--- src/rtl/mips_pkg.sv ---
// mips_pkg: shared opcodes, widths and the ID/EX pipeline register layout
package mips_pkg;
  localparam int DEF_DATA_W = 32;
  localparam int DEF_RADDR_W = 5;
  localparam logic [5:0] OP_RTYPE = 6'h00;
  localparam logic [5:0] OP_J = 6'h02;
  localparam logic [5:0] OP_JAL = 6'h03;
  localparam logic [5:0] OP_BEQ = 6'h04;
  localparam logic [5:0] OP_BNE = 6'h05;
  localparam logic [5:0] OP_ANDI = 6'h0C;
  localparam logic [5:0] OP_ORI = 6'h0D;
  localparam logic [5:0] OP_XORI = 6'h0E;
  localparam logic [5:0] OP_LUI = 6'h0F;
  localparam logic [5:0] OP_LW = 6'h23;
  localparam logic [5:0] OP_SW = 6'h2B;
  typedef struct packed {
    logic valid;
    logic [DEF_DATA_W-1:0] a;
    logic [DEF_DATA_W-1:0] b;
    logic [DEF_DATA_W-1:0] imm;
    logic [DEF_DATA_W-1:0] pc4;
    logic [DEF_RADDR_W-1:0] rs;
    logic [DEF_RADDR_W-1:0] rt;
    logic [DEF_RADDR_W-1:0] rd;
    logic [5:0] opcode;
    logic [5:0] funct;
  } idex_t;
endpackage

--- src/rtl/forward_mux.sv ---
// forward_mux: per-operand priority select between r0, EX, MEM, WB and register file
module forward_mux #(
  parameter int DATA_W = mips_pkg::DEF_DATA_W,
  parameter int RADDR_W = mips_pkg::DEF_RADDR_W
) (
  input  logic [RADDR_W-1:0] src,
  input  logic [DATA_W-1:0]  rf_rd,
  input  logic               ex_we,
  input  logic               ex_is_load,
  input  logic [RADDR_W-1:0] ex_wa,
  input  logic [DATA_W-1:0]  ex_result,
  input  logic               mem_we,
  input  logic [RADDR_W-1:0] mem_wa,
  input  logic [DATA_W-1:0]  mem_result,
  input  logic               wb_we,
  input  logic [RADDR_W-1:0] wb_wa,
  input  logic [DATA_W-1:0]  wb_data,
  output logic [DATA_W-1:0]  val
);
  // youngest producer wins; a load in EX has no data yet, so it is skipped here and stalled elsewhere
  always_comb begin
    val = (src == '0) ? '0 :
          (ex_we && ex_wa == src && !ex_is_load) ? ex_result :
          (mem_we && mem_wa == src) ? mem_result :
          (wb_we && wb_wa == src) ? wb_data : rf_rd;
  end
endmodule

--- src/rtl/operand_fetch_stage.sv ---
// operand_fetch_stage: decode operands, forward, detect load-use and fill the ID/EX register
module operand_fetch_stage import mips_pkg::*; #(
  parameter int DATA_W = DEF_DATA_W,
  parameter int RADDR_W = DEF_RADDR_W
) (
  input  logic               clk,
  input  logic               reset_n,
  input  logic               id_valid,
  input  logic [DATA_W-1:0]  id_instr,
  input  logic [DATA_W-1:0]  id_pc4,
  output logic [RADDR_W-1:0] rf_ra1,
  output logic [RADDR_W-1:0] rf_ra2,
  input  logic [DATA_W-1:0]  rf_rd1,
  input  logic [DATA_W-1:0]  rf_rd2,
  input  logic               ex_we,
  input  logic               ex_is_load,
  input  logic [RADDR_W-1:0] ex_wa,
  input  logic [DATA_W-1:0]  ex_result,
  input  logic               mem_we,
  input  logic [RADDR_W-1:0] mem_wa,
  input  logic [DATA_W-1:0]  mem_result,
  input  logic               wb_we,
  input  logic [RADDR_W-1:0] wb_wa,
  input  logic [DATA_W-1:0]  wb_data,
  input  logic               flush,
  input  logic               ex_hold,
  output logic               stall_id,
  output logic               idex_valid,
  output logic [DATA_W-1:0]  idex_a,
  output logic [DATA_W-1:0]  idex_b,
  output logic [DATA_W-1:0]  idex_imm,
  output logic [DATA_W-1:0]  idex_pc4,
  output logic [RADDR_W-1:0] idex_rs,
  output logic [RADDR_W-1:0] idex_rt,
  output logic [RADDR_W-1:0] idex_rd,
  output logic [5:0]         idex_opcode,
  output logic [5:0]         idex_funct
);
  logic [5:0] op;
  logic rs_used, rt_used, hazard;
  logic [DATA_W-1:0] imm, fwd_a, fwd_b;
  idex_t r, nxt;
  assign op = id_instr[31:26];
  assign rf_ra1 = id_instr[25:21];
  assign rf_ra2 = id_instr[20:16];
  forward_mux #(.DATA_W(DATA_W), .RADDR_W(RADDR_W)) u_fwd_a (
    .src(rf_ra1), .rf_rd(rf_rd1), .ex_we(ex_we), .ex_is_load(ex_is_load), .ex_wa(ex_wa),
    .ex_result(ex_result), .mem_we(mem_we), .mem_wa(mem_wa), .mem_result(mem_result),
    .wb_we(wb_we), .wb_wa(wb_wa), .wb_data(wb_data), .val(fwd_a)
  );
  forward_mux #(.DATA_W(DATA_W), .RADDR_W(RADDR_W)) u_fwd_b (
    .src(rf_ra2), .rf_rd(rf_rd2), .ex_we(ex_we), .ex_is_load(ex_is_load), .ex_wa(ex_wa),
    .ex_result(ex_result), .mem_we(mem_we), .mem_wa(mem_wa), .mem_result(mem_result),
    .wb_we(wb_we), .wb_wa(wb_wa), .wb_data(wb_data), .val(fwd_b)
  );
  // operand usage, load-use detection and immediate extension
  always_comb begin
    rs_used = !(op == OP_J || op == OP_JAL || op == OP_LUI);
    rt_used = op == OP_RTYPE || op == OP_BEQ || op == OP_BNE || op == OP_SW;
    hazard = id_valid && ex_we && ex_is_load && ex_wa != '0 &&
             ((rs_used && ex_wa == rf_ra1) || (rt_used && ex_wa == rf_ra2));
    stall_id = hazard || ex_hold;
    imm = (op == OP_ANDI || op == OP_ORI || op == OP_XORI) ? {16'h0, id_instr[15:0]} :
          {{16{id_instr[15]}}, id_instr[15:0]};
    nxt = '{valid: id_valid, a: fwd_a, b: fwd_b, imm: imm, pc4: id_pc4, rs: rf_ra1,
            rt: rf_ra2, rd: id_instr[15:11], opcode: op, funct: id_instr[5:0]};
  end
  // ID/EX register: hold beats flush beats bubble beats normal load
  always_ff @(posedge clk or negedge reset_n) begin
    if (!reset_n) r <= '0;
    else if (ex_hold) r <= r;
    else if (flush || hazard) r.valid <= 1'b0;
    else r <= nxt;
  end
  assign idex_valid = r.valid;
  assign idex_a = r.a;
  assign idex_b = r.b;
  assign idex_imm = r.imm;
  assign idex_pc4 = r.pc4;
  assign idex_rs = r.rs;
  assign idex_rt = r.rt;
  assign idex_rd = r.rd;
  assign idex_opcode = r.opcode;
  assign idex_funct = r.funct;
endmodule

--- config.mk ---
export PLATFORM = sky130hd
export DESIGN_NAME = operand_fetch_stage
export DESIGN_NICKNAME = d
export VERILOG_FILES = /design/src/rtl/mips_pkg.sv /design/src/rtl/forward_mux.sv /design/src/rtl/operand_fetch_stage.sv
export SDC_FILE = /design/constraint.sdc
export NUM_CORES = 1
export LEC_CHECK = 0
export BUFFER_PORTS_ARGS = -buffer_cell sky130_fd_sc_hd__buf_2
export CELL_PAD_IN_SITES_DETAIL_PLACEMENT = 1
export CELL_PAD_IN_SITES_GLOBAL_PLACEMENT = 1
export CORE_AREA = 2 2 161 163
export CTS_BUF_LIST = sky130_fd_sc_hd__clkbuf_2
export CTS_CLUSTER_SIZE = 12
export DETAILED_ROUTE_END_ITERATION = 7
export DIE_AREA = 0 0 163 165
export PLACE_DENSITY_LB_ADDON = 0.3
export RECOVER_POWER = 100
export SYNTH_ARGS = -nofsm -noshare
export SYNTH_HDL_FRONTEND = slang
export SYNTH_SLANG_ARGS = --single-unit
export TNS_END_PERCENT = 50
--- constraint.sdc ---
create_clock -name clk -period 1.85 [get_ports clk]
set_input_delay 0.185 -clock clk [delete_from_list [all_inputs] [get_ports clk]]
set_output_delay 0.185 -clock clk [all_outputs]
set_load 0.01 [all_outputs]
==> summary.txt <==
Clocking
  • Worst-skew pair later-pin latency: 0.70 ns
  • CTS clk-pin slew, worst paths: 0.28 ns
  • Clock Path Buffers: 2
  • Setup bufs post-CTS: 0
  • Clk sinks: 130
  • CTS Buf Count: 17
  • Clock Tree Root: clkbuf_2
  • CTS tree: done
  • H-tree depth: 4

GRT
  • Vias in the first global route: 10100
  • Total track usage: 28.9%
  • First-pass GRT wire length: 58700 microns
  • Initial antenna violation count: 6
  • Largest net degree at the start of global routing: 45
  • Grt ovf: 0

Timing
  • Relative slew slack: 32.3%
  • Worst-Margin Slew: 1.02 ns
  • Setup ws final: -0.0909 ns
  • Clk_skew: 0 ns
  • Final Hold Fails: 0
  • Peak Freq: 0.515 GHz
  • Period minus WS final: 1.94 ns
  • Unrepaired setup endpoints after global routing: true
  • Final period util: 105%
  • Setup violators final: 25
  • Slew Limit Fails: 0

Final layout
  • Area grow syn2layout: 66.7%
  • Layout cells sized above 1: 47.2%
  • Final non-filler cell area: 12800 sq um
  • Final net count: 1594
  • Fill count: 2891

Pwr
  • Leakage: 6.01 nW
  • Final Power: 8.24 mW
  • Pwr dens: 642 nW/um^2
  • Peak supply drop: 0.384 mV

Setup path
  • CP max FO: 32
  • Crit-path cells: buf_2 -> xnor2_1 -> nand3_1 -> or3_2 -> buf_12 -> a221oi_2 -> dlygate4sd3_1 -> a2bb2oi_1 -> o21ai_1
  • Crit-path slowest cell: dlygate4sd3_1
  • FF-to-FF End: idex_pc4[31]
  • R2R cell count: 2
  • CP Class: primary input to flip-flop
  • WP buf/inv: 3
  • Req. time, crit path: 2.47 ns
  • CP Capture Type: flip-flop
  • CP top delay family: buffers and inverters
  • Reg2Reg Launch Point: idex_pc4[31]
  • Worst path max stage delay: 0.61 ns
  • CP startpoint kind: primary input
  • R2R setup slack: 0.52 ns
  • Arr. time, crit path: 2.56 ns

Worst hold path
  • Worst hold stages: 3
  • Worst Hold End: idex_imm[0]
  • Hold Crit Class: primary input to flip-flop
  • Min-delay src: id_instr[0]

Synth
  • Post-synth top area share: 42.2%
  • Synth Register Bits: 130
  • Syn Area/Cell: 10.6 sq um
  • Syn nets: 977
  • Netlist Area Pre-Place: 7700 sq um
  • Count of cell types in the netlist: 38
  • Number of synthesis warnings: 0
  • Syn Inst Count: 729
  • Synth top area cells: dfrtp_1 (42%), mux2_2 (9.4%), a221oi_2 (8.4%), a2bb2oi_1 (6.9%), o21ai_0 (4.9%)
  • Register area share after synthesis: 42.2%
  • Post-synth top area cell: dfrtp_1

Run status
  • Failing checks: negative setup slack
  • Outcome: complete, but fails checks

Floorplanning
  • DIE WIDTH: 163 microns
  • Initial Utilization: 30.8%
  • Die Y: 165 microns
  • I/O Pins: 415
  • Core ar.: 25000 sq um
  • Die area: 26900 sq um
  • Site row count: 58

Route
  • Via density: 5.28
  • Remaining DRCs: 0
  • Per-cell routed wire length: 23.3 microns
  • Drt first-iter violations: 600
  • Post-DRT Antenna Nets: 0
  • Vias: 8975
  • 1st-pass router iterations: 5
  • Total length of routed wires: 39700 microns

Placed design
  • Detailed Place HPWL: 25300 microns
  • Gpl congestion: 0.846
  • Placed instance area: 10300 sq um
  • Port Buffers: 414

Flow run
  • Max cap viols: 0
-- cells in the final DEF, fill, tap and decap left out, types with 3 or more instances in the layout --
| master | Yosys | layout |
|---|---|---|
| buf_2 | 16 | 413 |
| dlygate4sd3_1 | 0 | 219 |
| dfrtp_1 | 130 | 129 |
| o21ai_0 | 75 | 72 |
| nand2_1 | 69 | 69 |
| mux2_2 | 64 | 64 |
| a2bb2oi_1 | 61 | 57 |
| o21ai_1 | 54 | 57 |
| a221oi_2 | 43 | 44 |
| buf_4 | 45 | 38 |
| and2_1 | 32 | 32 |
| buf_12 | 4 | 21 |
| clkbuf_2 | 3 | 20 |
| xor2_1 | 18 | 18 |
| a221oi_1 | 21 | 18 |
| xnor2_1 | 12 | 12 |
| diode_2 | 0 | 10 |
| a2bb2oi_2 | 3 | 7 |
| nand3_1 | 8 | 6 |
| nor2_1 | 8 | 4 |
| and3_2 | 0 | 4 |
| inv_8 | 0 | 4 |
| inv_6 | 0 | 4 |
| clkbuf_1 | 28 | 4 |
| nor4_1 | 3 | 3 |
| o211ai_1 | 3 | 3 |
| clkinv_4 | 0 | 3 |
-- routing by layer --
metal | vias up | wire [microns] | GRT usage [%] | part of all wire (%)
met1 | 4468 | 15300 | 32.4 | 39
met2 | 458 | 20800 | 52.9 | 52
met3 | 106 | 2260 | 6.08 | 5.7
li1 | 3943 | - | - | -
met4 | 0 | 1310 | 12.6 | 3.3
met5 | - | 0 | 0 | 0
-- cells by family (layout without fill, tap and decap cells) --
group / Yosys count / after routing / share of synthesized area (%)
other: 0 / 10 / 0
xor gates and xnor gates: 30 / 30 / 3.41
AOI/OAI and AO/OA: 265 / 265 / 27.5
muxes: 64 / 64 / 9.36
and+or+nand+nor: 138 / 138 / 8.67
DFF: 130 / 130 / 42.2
buffers and inverters: 102 / 732 / 8.80
-- cells in the mapped netlist, drive strengths merged --
| library cell | n |
|---|---|
| or3 | 2 |
| or4 | 2 |
| o211ai | 4 |
| nand3 | 8 |
| and3 | 5 |
| nor2 | 8 |
| nand4 | 2 |
| xnor2 | 12 |
| and4 | 1 |
| o21bai | 1 |
| a2bb2oi | 64 |
| a21oi | 1 |
| nor2b | 2 |
| clkbuf | 31 |
| buf | 70 |
| mux2 | 64 |
| dfrtp | 130 |
| and2 | 32 |
| o21a | 1 |
| nor4 | 3 |
| nand2b | 1 |
| a221oi | 64 |
| inv | 1 |
| xor2 | 18 |
| a32o | 1 |
| nand2 | 69 |
| o21ai | 129 |
| nor3 | 3 |
-- how the worst max path moves through the flow --
stage / slack, ns / startpoint / depth (start not counted) / endpoint
2_1_floorplan: 0.17 / id_instr[20] / 7 / idex_imm[0]
3_3_place_gp: -0.25 / id_instr[20] / 8 / idex_imm[5]
3_5_place_dp: -0.30 / id_instr[20] / 8 / idex_pc4[0]
4_1_cts: 0.03 / id_instr[25] / 9 / stall_id
5_1_grt: -0.04 / id_instr[20] / 8 / idex_imm[6]
6_report: -0.09 / id_instr[24] / 9 / idex_a[15]
-- power breakdown --
| part | switching [mW] | internal, mW | total [mW] | leakage, nW |
|---|---|---|---|---|
| logic | 1.41 | 1.50 | 2.91 | 4.31 |
| registers | 0.256 | 3.26 | 3.52 | 1.57 |
| clock network | 1.39 | 0.422 | 1.81 | 0.136 |
-- flip-flops by register name (all words and copies together), names as in the netlist --
name,count
idex_imm,17
idex_opcode,6
idex_rt,5
idex_a,32
idex_rs,5
idex_pc4,32
idex_b,32
idex_valid,1
-- metrics by stage --
stage | std cells | setup TNS (ns) | setup slack (ns) | hold WS [ns] | utilization, %
after floorplan | 729 | 0 | 0.166 | -0.111 | -
after CTS | 1688 | 0 | 0.0301 | 0.0757 | 50.9
after global placement | 1436 | -25.74 | -0.255 | 0.0979 | 41.2
final | 1699 | -0.479 | -0.0909 | 0.185 | 51.3
after detailed placement | 1436 | -29.40 | -0.296 | 0.0999 | 41.2
after global routing | 1695 | -0.329 | -0.0405 | 0.0813 | 51.2
-- what timing repair did --
action,4_1_cts,5_1_grt
pin swaps,0,1
endpoints found under the hold margin,260,0
gates cloned,0,1
hold buffers,220,0
endpoints found under the setup margin,16,23
resized for setup,1,21
-- cell type report --
type	instances	area (sq um)	share of cell area, %
Clock inverter	15	143	1.11
Tap cell	330	413	3.22
Antenna cell	10	25.0	0.195
Timing Repair Buffer	699	5020	39.1
Inverter	1	3.75	0.0292
Sequential cell	130	3250	25.4
Multi-Input combinational cell	497	3890	30.3
Clock buffer	17	85.1	0.663
-- worst register-to-register path, cell delays in order, from the launching register on --
cell and delay [ns]:
dfrtp_1 0.45, mux2_2 0.26, dlygate4sd3_1 0.55
No activity file was read; power rests on OpenSTA's default activity.
